File: config.mk
export PLATFORM = sky130hd
export DESIGN_NAME = fetch_sequencer
export DESIGN_NICKNAME = d
export VERILOG_FILES = /design/src/rtl/fetch_sequencer.sv
export SDC_FILE = /design/constraint.sdc
export NUM_CORES = 1
export LEC_CHECK = 0
export CAP_MARGIN = 5
export CORE_ASPECT_RATIO = 0.75
export CORE_MARGIN = 1.5
export CORE_UTILIZATION = 57
export DETAILED_ROUTE_END_ITERATION = 16
export PLACE_DENSITY_LB_ADDON = 0.3
export SETUP_SLACK_MARGIN = 0.1
export SYNTH_ARGS = -nofsm -noshare
export SYNTH_HDL_FRONTEND = slang
export SYNTH_SLANG_ARGS = --single-unit
File: constraint.sdc
create_clock -name Clk -period 5.4 [get_ports Clk]
set_input_delay 1.08 -clock Clk [delete_from_list [all_inputs] [get_ports Clk]]
set_output_delay 1.08 -clock Clk [all_outputs]
set_load 0.01 [all_outputs]
File: src/rtl/fetch_sequencer.sv
// Instruction fetch sequencer: word-address PC, one in-flight read, 2-entry {pc,instr} queue to decode.
// Optional halt-opcode detection is enabled by defining FETCH_HALT_DETECT_EN.
module fetch_sequencer (
  input  logic        Clk,
  input  logic        Reset,
  input  logic        fetch_en,
  input  logic        IsBranchTaken,
  input  logic [31:0] BranchPC,
  output logic        imem_rd,
  output logic [31:0] imem_addr,
  input  logic [31:0] imem_data,
  output logic        if_valid,
  input  logic        if_ready,
  output logic [31:0] if_instr,
  output logic [31:0] if_pc,
  output logic        halted
);

`ifdef FETCH_HALT_DETECT_EN
  typedef enum logic [1:0] {IDLE = 2'd0, RUN = 2'd1, HALT = 2'd2} state_t;
`else
  typedef enum logic [1:0] {IDLE = 2'd0, RUN = 2'd1} state_t;
`endif

  state_t      state;
  logic [31:0] pc_next;
  logic [31:0] inflight_pc;
  logic [31:0] q_pc    [2];
  logic [31:0] q_instr [2];
  logic        rd_ptr;
  logic [1:0]  count;
  logic        inflight;

  logic        in_halt;
  logic        redirect;
  logic        pop;
  logic        capture;
  logic        issue;
  logic        wr_slot;
  logic [2:0]  occupancy;

`ifdef FETCH_HALT_DETECT_EN
  logic        halt_hit;
  assign in_halt  = (state == HALT);
  assign halt_hit = capture && (imem_data[31:27] == 5'b11111);
`else
  assign in_halt  = 1'b0;
`endif

  assign redirect  = IsBranchTaken && !in_halt;
  assign if_valid  = (count != 2'd0);
  assign pop       = if_valid && if_ready;
  // A response is only ever owned by the cycle right after its strobe; redirect or halt drops it.
  assign capture   = inflight && !redirect && !in_halt;
  assign occupancy = {1'b0, count} + {2'b00, inflight} - {2'b00, pop};
  assign issue     = (state == RUN) && fetch_en && !redirect && (occupancy < 3'd2);
  // Tail slot after this cycle's pop; with count==2 and a pop it reuses the head slot.
  assign wr_slot   = rd_ptr ^ count[0];

  assign imem_rd   = issue;
  assign imem_addr = pc_next;
  assign if_instr  = if_valid ? q_instr[rd_ptr] : '0;
  assign if_pc     = if_valid ? q_pc[rd_ptr]    : '0;
  assign halted    = in_halt;

  always_ff @(posedge Clk or negedge Reset) begin
    if (!Reset) begin
      state       <= IDLE;
      pc_next     <= '0;
      inflight_pc <= '0;
      rd_ptr      <= 1'b0;
      count       <= '0;
      inflight    <= 1'b0;
      q_pc[0]     <= '0;
      q_pc[1]     <= '0;
      q_instr[0]  <= '0;
      q_instr[1]  <= '0;
    end else begin
      inflight <= issue;
      if (issue) begin
        inflight_pc <= pc_next;
      end

      if (redirect) begin
        count   <= '0;
        rd_ptr  <= 1'b0;
        pc_next <= BranchPC;
      end else begin
        if (capture) begin
          q_pc[wr_slot]    <= inflight_pc;
          q_instr[wr_slot] <= imem_data;
        end
        if (pop) begin
          rd_ptr <= ~rd_ptr;
        end
        count <= count + {1'b0, capture} - {1'b0, pop};
        if (issue) begin
          pc_next <= pc_next + 32'd1;
        end
      end

      case (state)
        IDLE:    if (fetch_en)  state <= RUN;
        RUN:     if (!fetch_en) state <= IDLE;
        default: state <= state;
      endcase
`ifdef FETCH_HALT_DETECT_EN
      if (halt_hit) begin
        state <= HALT;
      end
`endif
    end
  end

endmodule

# ---- After elaboration in Yosys (flattened, before gate mapping)
# Cells that the tools add are included.
dict set report totals {
  in_bits 69
  regBits 198
  elab_cells 61
  output_inout_bits 99
}
dict set report op_classes {
  mux 20
  bitwise 5
  reduce_logical 14
  n_lt_le_gt_ge 4
  add_sub_neg 5
  eq_ne 3
}
# cell count
set op_table {}
lappend op_table {{$mux W32} 11}
lappend op_table {{$bwmux W64} 2}
lappend op_table {{$add A32 B1 Y32 const B} 1}
lappend op_table {{$demux W32 S1} 1}
lappend op_table {{$reduce_bool A2 Y1} 4}
lappend op_table {{$logic_and A1 B1 Y1} 6}
lappend op_table {{$mux W2} 3}
lappend op_table {{$ge A2 B2 Y1 const B} 2}
lappend op_table {{$ne A2 B2 Y1 const B} 2}
lappend op_table {{$not A1 Y2} 2}
lappend op_table {{$pmux W2 S2} 1}
lappend op_table {{$add A2 B1 Y3} 1}
lappend op_table {{$lt A3 B2 Y1 const B} 1}
lappend op_table {{$reduce_and A3 Y1} 1}
lappend op_table {{$sub A3 B1 Y3} 1}
lappend op_table {{$add A2 B1 Y2} 1}
lappend op_table {{$eq A2 B1 Y1 const B} 1}
lappend op_table {{$logic_not A2 Y1} 1}
lappend op_table {{$lt A2 B1 Y1 const B} 1}
lappend op_table {{$mux W1} 2}
lappend op_table {{$not A1 Y1} 2}
lappend op_table {{$reduce_and A2 Y1} 1}
lappend op_table {{$sub A2 B1 Y2} 1}
lappend op_table {{$logic_not A1 Y1} 1}
lappend op_table {{$xor A1 B1 Y1} 1}

# ---- Logic depth before layout (Yosys ltp)
dict set report logic_depth {
  depth_word 7
  ltp_mapped 14
}

# ---- Least setup slack after synthesis
# Ideal clock, no wire load.
dict set report synth_timing {
  kind {input to output}
  start {input if_ready}
  end {output imem_rd}
  arrival_ps 3148
  required_time_ps 4320
  slack_ps 1172
  stages 10
  cell_sequence {and2_1 > ha_1 > nand2b_1 > fa_1 > xor2_1 > or3_1 > inv_2 > buf_4 > buf_4 > buf_2}
}
dict set report synth_via {
  elab_chain_len 4
}
# element line_no
set synth_rtl {}
lappend synth_rtl {{start, declared} 13} ;# input logic if_ready,
lappend synth_rtl {{$logic_and A1 B1 Y1} 52} ;# assign pop = if_valid && if_ready;
lappend synth_rtl {{$sub A3 B1 Y3} 55} ;# assign occupancy = {1'b0, count} + {2'b00, inflight} - {2'b00, pop};
lappend synth_rtl {{$lt A3 B2 Y1} 56} ;# assign issue = (state == RUN) && fetch_en && !redirect && (occupancy < 3'd2);
lappend synth_rtl {{$logic_and A1 B1 Y1} 56}
lappend synth_rtl {{end, declared} 9} ;# output logic imem_rd,
# Every way passes these cells.

# ---- Final worst setup path
# Same ends and word-level chain as after synthesis.

==> results.md <==
* Outcome: finished clean
* Vias in the first global route at 6,756
* Max Fclk at 0.200 GHz
* PD cells at 500 nW/µm²
* TritonCTS clock tree: yes
* Footprint of the multi-input gates at 3890 µm²
* Tot GR Track Use at 26.6%
* Drt total wl at 21,000 µm
* Worst setup path start: if_ready
* Core box area at 15,400 µm²
* Static leakage at 4.99 nW
* Pin count of the biggest net entering global routing at 130
* Critical path data required time at 4.32 ns
* Psw at 1.94 mW
* Hold Slack at 0.478 ns
* Type of origin of the critical path: primary input
* TritonCTS Buffers at 17
* Dpl cells at 1,124
* Hold Vio Cnt, Final at 0
* # H-tree levels at 4
* Most common flop cell mapped by yosys: dfrtp_1
* Reg power frac at 42.8%
* Clock transition at path regs at 0.07 ns
* CTS Hold Buffers Added at 0
* Final-stage net count at 1,013
* PostCTS Resize Cnt at 0
* First-pass GRT wire length at 34,800 µm
* Yosys cell types at 54
* Syn Area/Cell at 11.5 µm²
* Max Cap Viol at 0
* Starting density of the core at 58.9%
* Die extent in y at 112 µm
* Num rows at 39
* Drt via density at 5.78
* Rel. slew slack at 28.2%
* Register Area at 4930 µm²
* Final period utilization at 92.7%
* Syn_nets at 868
* Met1 Usage GRT at 36.1%
* End of the critical path: imem_rd
* Post-Layout Cell Count at 1,155
* Slew Viols, Final at 0
* Final setup violation count at 0
* Post-DR wirelength/cell at 18.1 µm
* IO Count at 168
* Reg2Reg Depth at 13
* # Post-CTS Setup Buffers at 0
* Post-synthesis sequential area ratio at 54.3%
* Worst Path Arrival at 3.93 ns
* Tot Pwr at 5.72 mW
* Clock power frac at 21.4%
* Internal power at 3.78 mW
* Ant diodes at 0
* Die area at 16,700 µm²
* CTS root buffer: clkbuf_16
* Area delta synth->final at 26.0%
* Setup slack, reg-to-reg at 1.56 ns
* Routed vias at 6,672
* Layout cell share with drive strength beyond 1 at 18.8%
* FILL cells at 1,108
* GRT met3 Usage at 6.18%
* CP Class: primary input to output pin
* Part of the power in combinational logic at 35.8%
* Post-DP HPWL at 13,400 µm
* Clk_skew at 0.00947 ns
* Setup TNS at 0 ns
* Antenna violations before repair at 0
* FF-to-FF End: imem_addr[16]$_DFFE_PN0P_
* Worst-path fanout max at 5
* Final instance area at 11,400 µm²
* Syn. warnings at 0
* Slew @ Worst Pin at 1.08 ns
* Worst vdd ir at 348 µV
* DRT iter0 DRCs at 509
* Number of synthesized flops with an enable pin at 0
* Crit end category: output pin
* Clk sinks at 197
* Synth Instances at 793
* Switching share of total power at 33.9%
* Drt first pass iters at 9
* Routed Antenna Nets at 0
* Longest Clk Path Bufs at 2
* Post-synthesis register bit count at 197
* Post-synth ARST share at 100%
* Synthesized cell area at 9090 µm²
* I/O Buffers at 166
* Met2 usage at 42.9%
* Placed Area at 10,900 µm²
* Die W at 149 µm
* Type of the worst min-delay path: flop to flop
* RePlAce Congestion at 0.904
* GRT Max-Usage Layer: met2
* Reg2reg start: count[1]$_DFF_PN0_
* Crit path time final at 5.01 ns
* DR DRC count at 0
* RSZ-0062 raised after global routing: no
* Clk Latency, worst-skew pair at 0.43 ns
* Global route overflow at 0
synth_stat cells, types with 2 or more instances:
library cell	instances	share of area, %
dfrtp_1	197	54
mux2_2	124	15
nand2_1	123	5.1
nor2_1	76	3.1
mux2i_1	67	7.4
buf_2	28	1.5
nand3_1	22	1.2
clkbuf_1	14	0.58
nand4_1	14	0.96
o21ai_0	14	0.77
o211ai_1	13	1.1
inv_1	8	0.33
o311ai_0	8	0.77
and3_1	7	0.48
o311ai_1	6	0.58
a31oi_1	5	0.34
ha_1	5	0.69
xor2_1	5	0.48
a21oi_1	4	0.22
mux2_1	4	0.50
and2_1	3	0.21
buf_4	3	0.25
nor3_1	3	0.17
or3_1	3	0.21
or4_1	3	0.25
xnor2_1	3	0.29
a22oi_1	2	0.17
buf_1	2	0.083
nor2_2	2	0.14
kinds of logic (layout without fill, tap and decap cells):
kind of cell / count (synthesis) / after routing / synth area share (%)
AND/OR/NAND/NOR: 265 / 265 / 12.8
AO/OA/AOI/OAI: 62 / 62 / 4.90
XOR/XNOR: 8 / 8 / 0.771
other: 1 / 1 / 0.0413
flip-flops: 197 / 197 / 54.3
adder cells (fa/ha/maj): 6 / 6 / 0.909
multiplexers: 195 / 195 / 23.2
buffers and inverters: 59 / 216 / 3.04
sequential cells by signal, summed over array words and instances (netlist names):
register / flops
rd_ptr: 1
count: 2
imem_addr: 32
q_pc: 64
inflight_pc: 32
state: 1
q_instr: 64
inflight: 1
metrics by stage:
step / worst slack, ns / utilization [%]
3_3_place_gp: 0.464 / 70.6
3_5_place_dp: 0.448 / 70.6
4_1_cts: 0.395 / 74.3
6_report: 0.393 / 74.3
5_1_grt: 0.306 / 74.3
2_1_floorplan: 1.17 / -
worst min-delay path by stage:
stage               cells after the start                  from                    to  slack (ns)
floorplan                               1  state[0]$_DFFE_PN0P_  state[0]$_DFFE_PN0P_        0.45
global placement                        1  state[0]$_DFFE_PN0P_  state[0]$_DFFE_PN0P_        0.46
detailed placement                      1  state[0]$_DFFE_PN0P_  state[0]$_DFFE_PN0P_        0.46
CTS                                     1  state[0]$_DFFE_PN0P_  state[0]$_DFFE_PN0P_        0.48
global route                            1  state[0]$_DFFE_PN0P_  state[0]$_DFFE_PN0P_        0.50
finish                                  1  state[0]$_DFFE_PN0P_  state[0]$_DFFE_PN0P_        0.48
metal layers:
layer | vias to the layer above | share of wire [%] | wire [µm]
met4 | 0 | 1.5 | 318
met3 | 31 | 7.0 | 1460
met1 | 3322 | 43 | 9070
met2 | 258 | 48 | 10100
met5 | - | 0 | 0
li1 | 3061 | - | -
layout make-up:
class                           instances  area share [%]
Sequential cell                       197            43.1
Multi-Input combinational cell        537            34.0
Timing Repair Buffer                  175            15.4
Clock buffer                           21            4.11
Tap cell                              205            2.24
Clock inverter                         10           0.863
Inverter                               10           0.328
power by group through the flow:
stage | logic, mW | registers (mW) | clock network, mW
floorplan | 1.36 | 2.28 | 0
global placement | 2.00 | 2.43 | 0
detailed placement | 2.06 | 2.46 | 0
CTS | 2.08 | 2.44 | 1.24
global route | 2.25 | 2.52 | 1.31
finish | 2.05 | 2.45 | 1.22
cell usage in the layout, fill, tap and decap left out, types with 8 or more instances in the layout:
master / Yosys / final
clkdlybuf4s50_1: 0 / 165
nor2_1: 76 / 75
o211ai_1: 13 / 13
nand4_1: 14 / 14
nand3_1: 22 / 22
nand2_1: 123 / 123
clkbuf_16: 0 / 17
mux2i_1: 67 / 67
mux2_2: 124 / 124
o311ai_0: 8 / 8
inv_1: 8 / 8
o21ai_0: 14 / 14
dfrtp_1: 197 / 196
worst max-delay path, stage by stage:
cell,delay [ns]
clkdlybuf4s50_1,0.48
and2_1,0.20
ha_1,0.26
nand2b_1,0.18
fa_1,0.38
xor2_1,0.19
or3_2,0.50
inv_2,0.11
clkdlybuf4s50_1,0.54
Power figures use the tool's default switching activity.
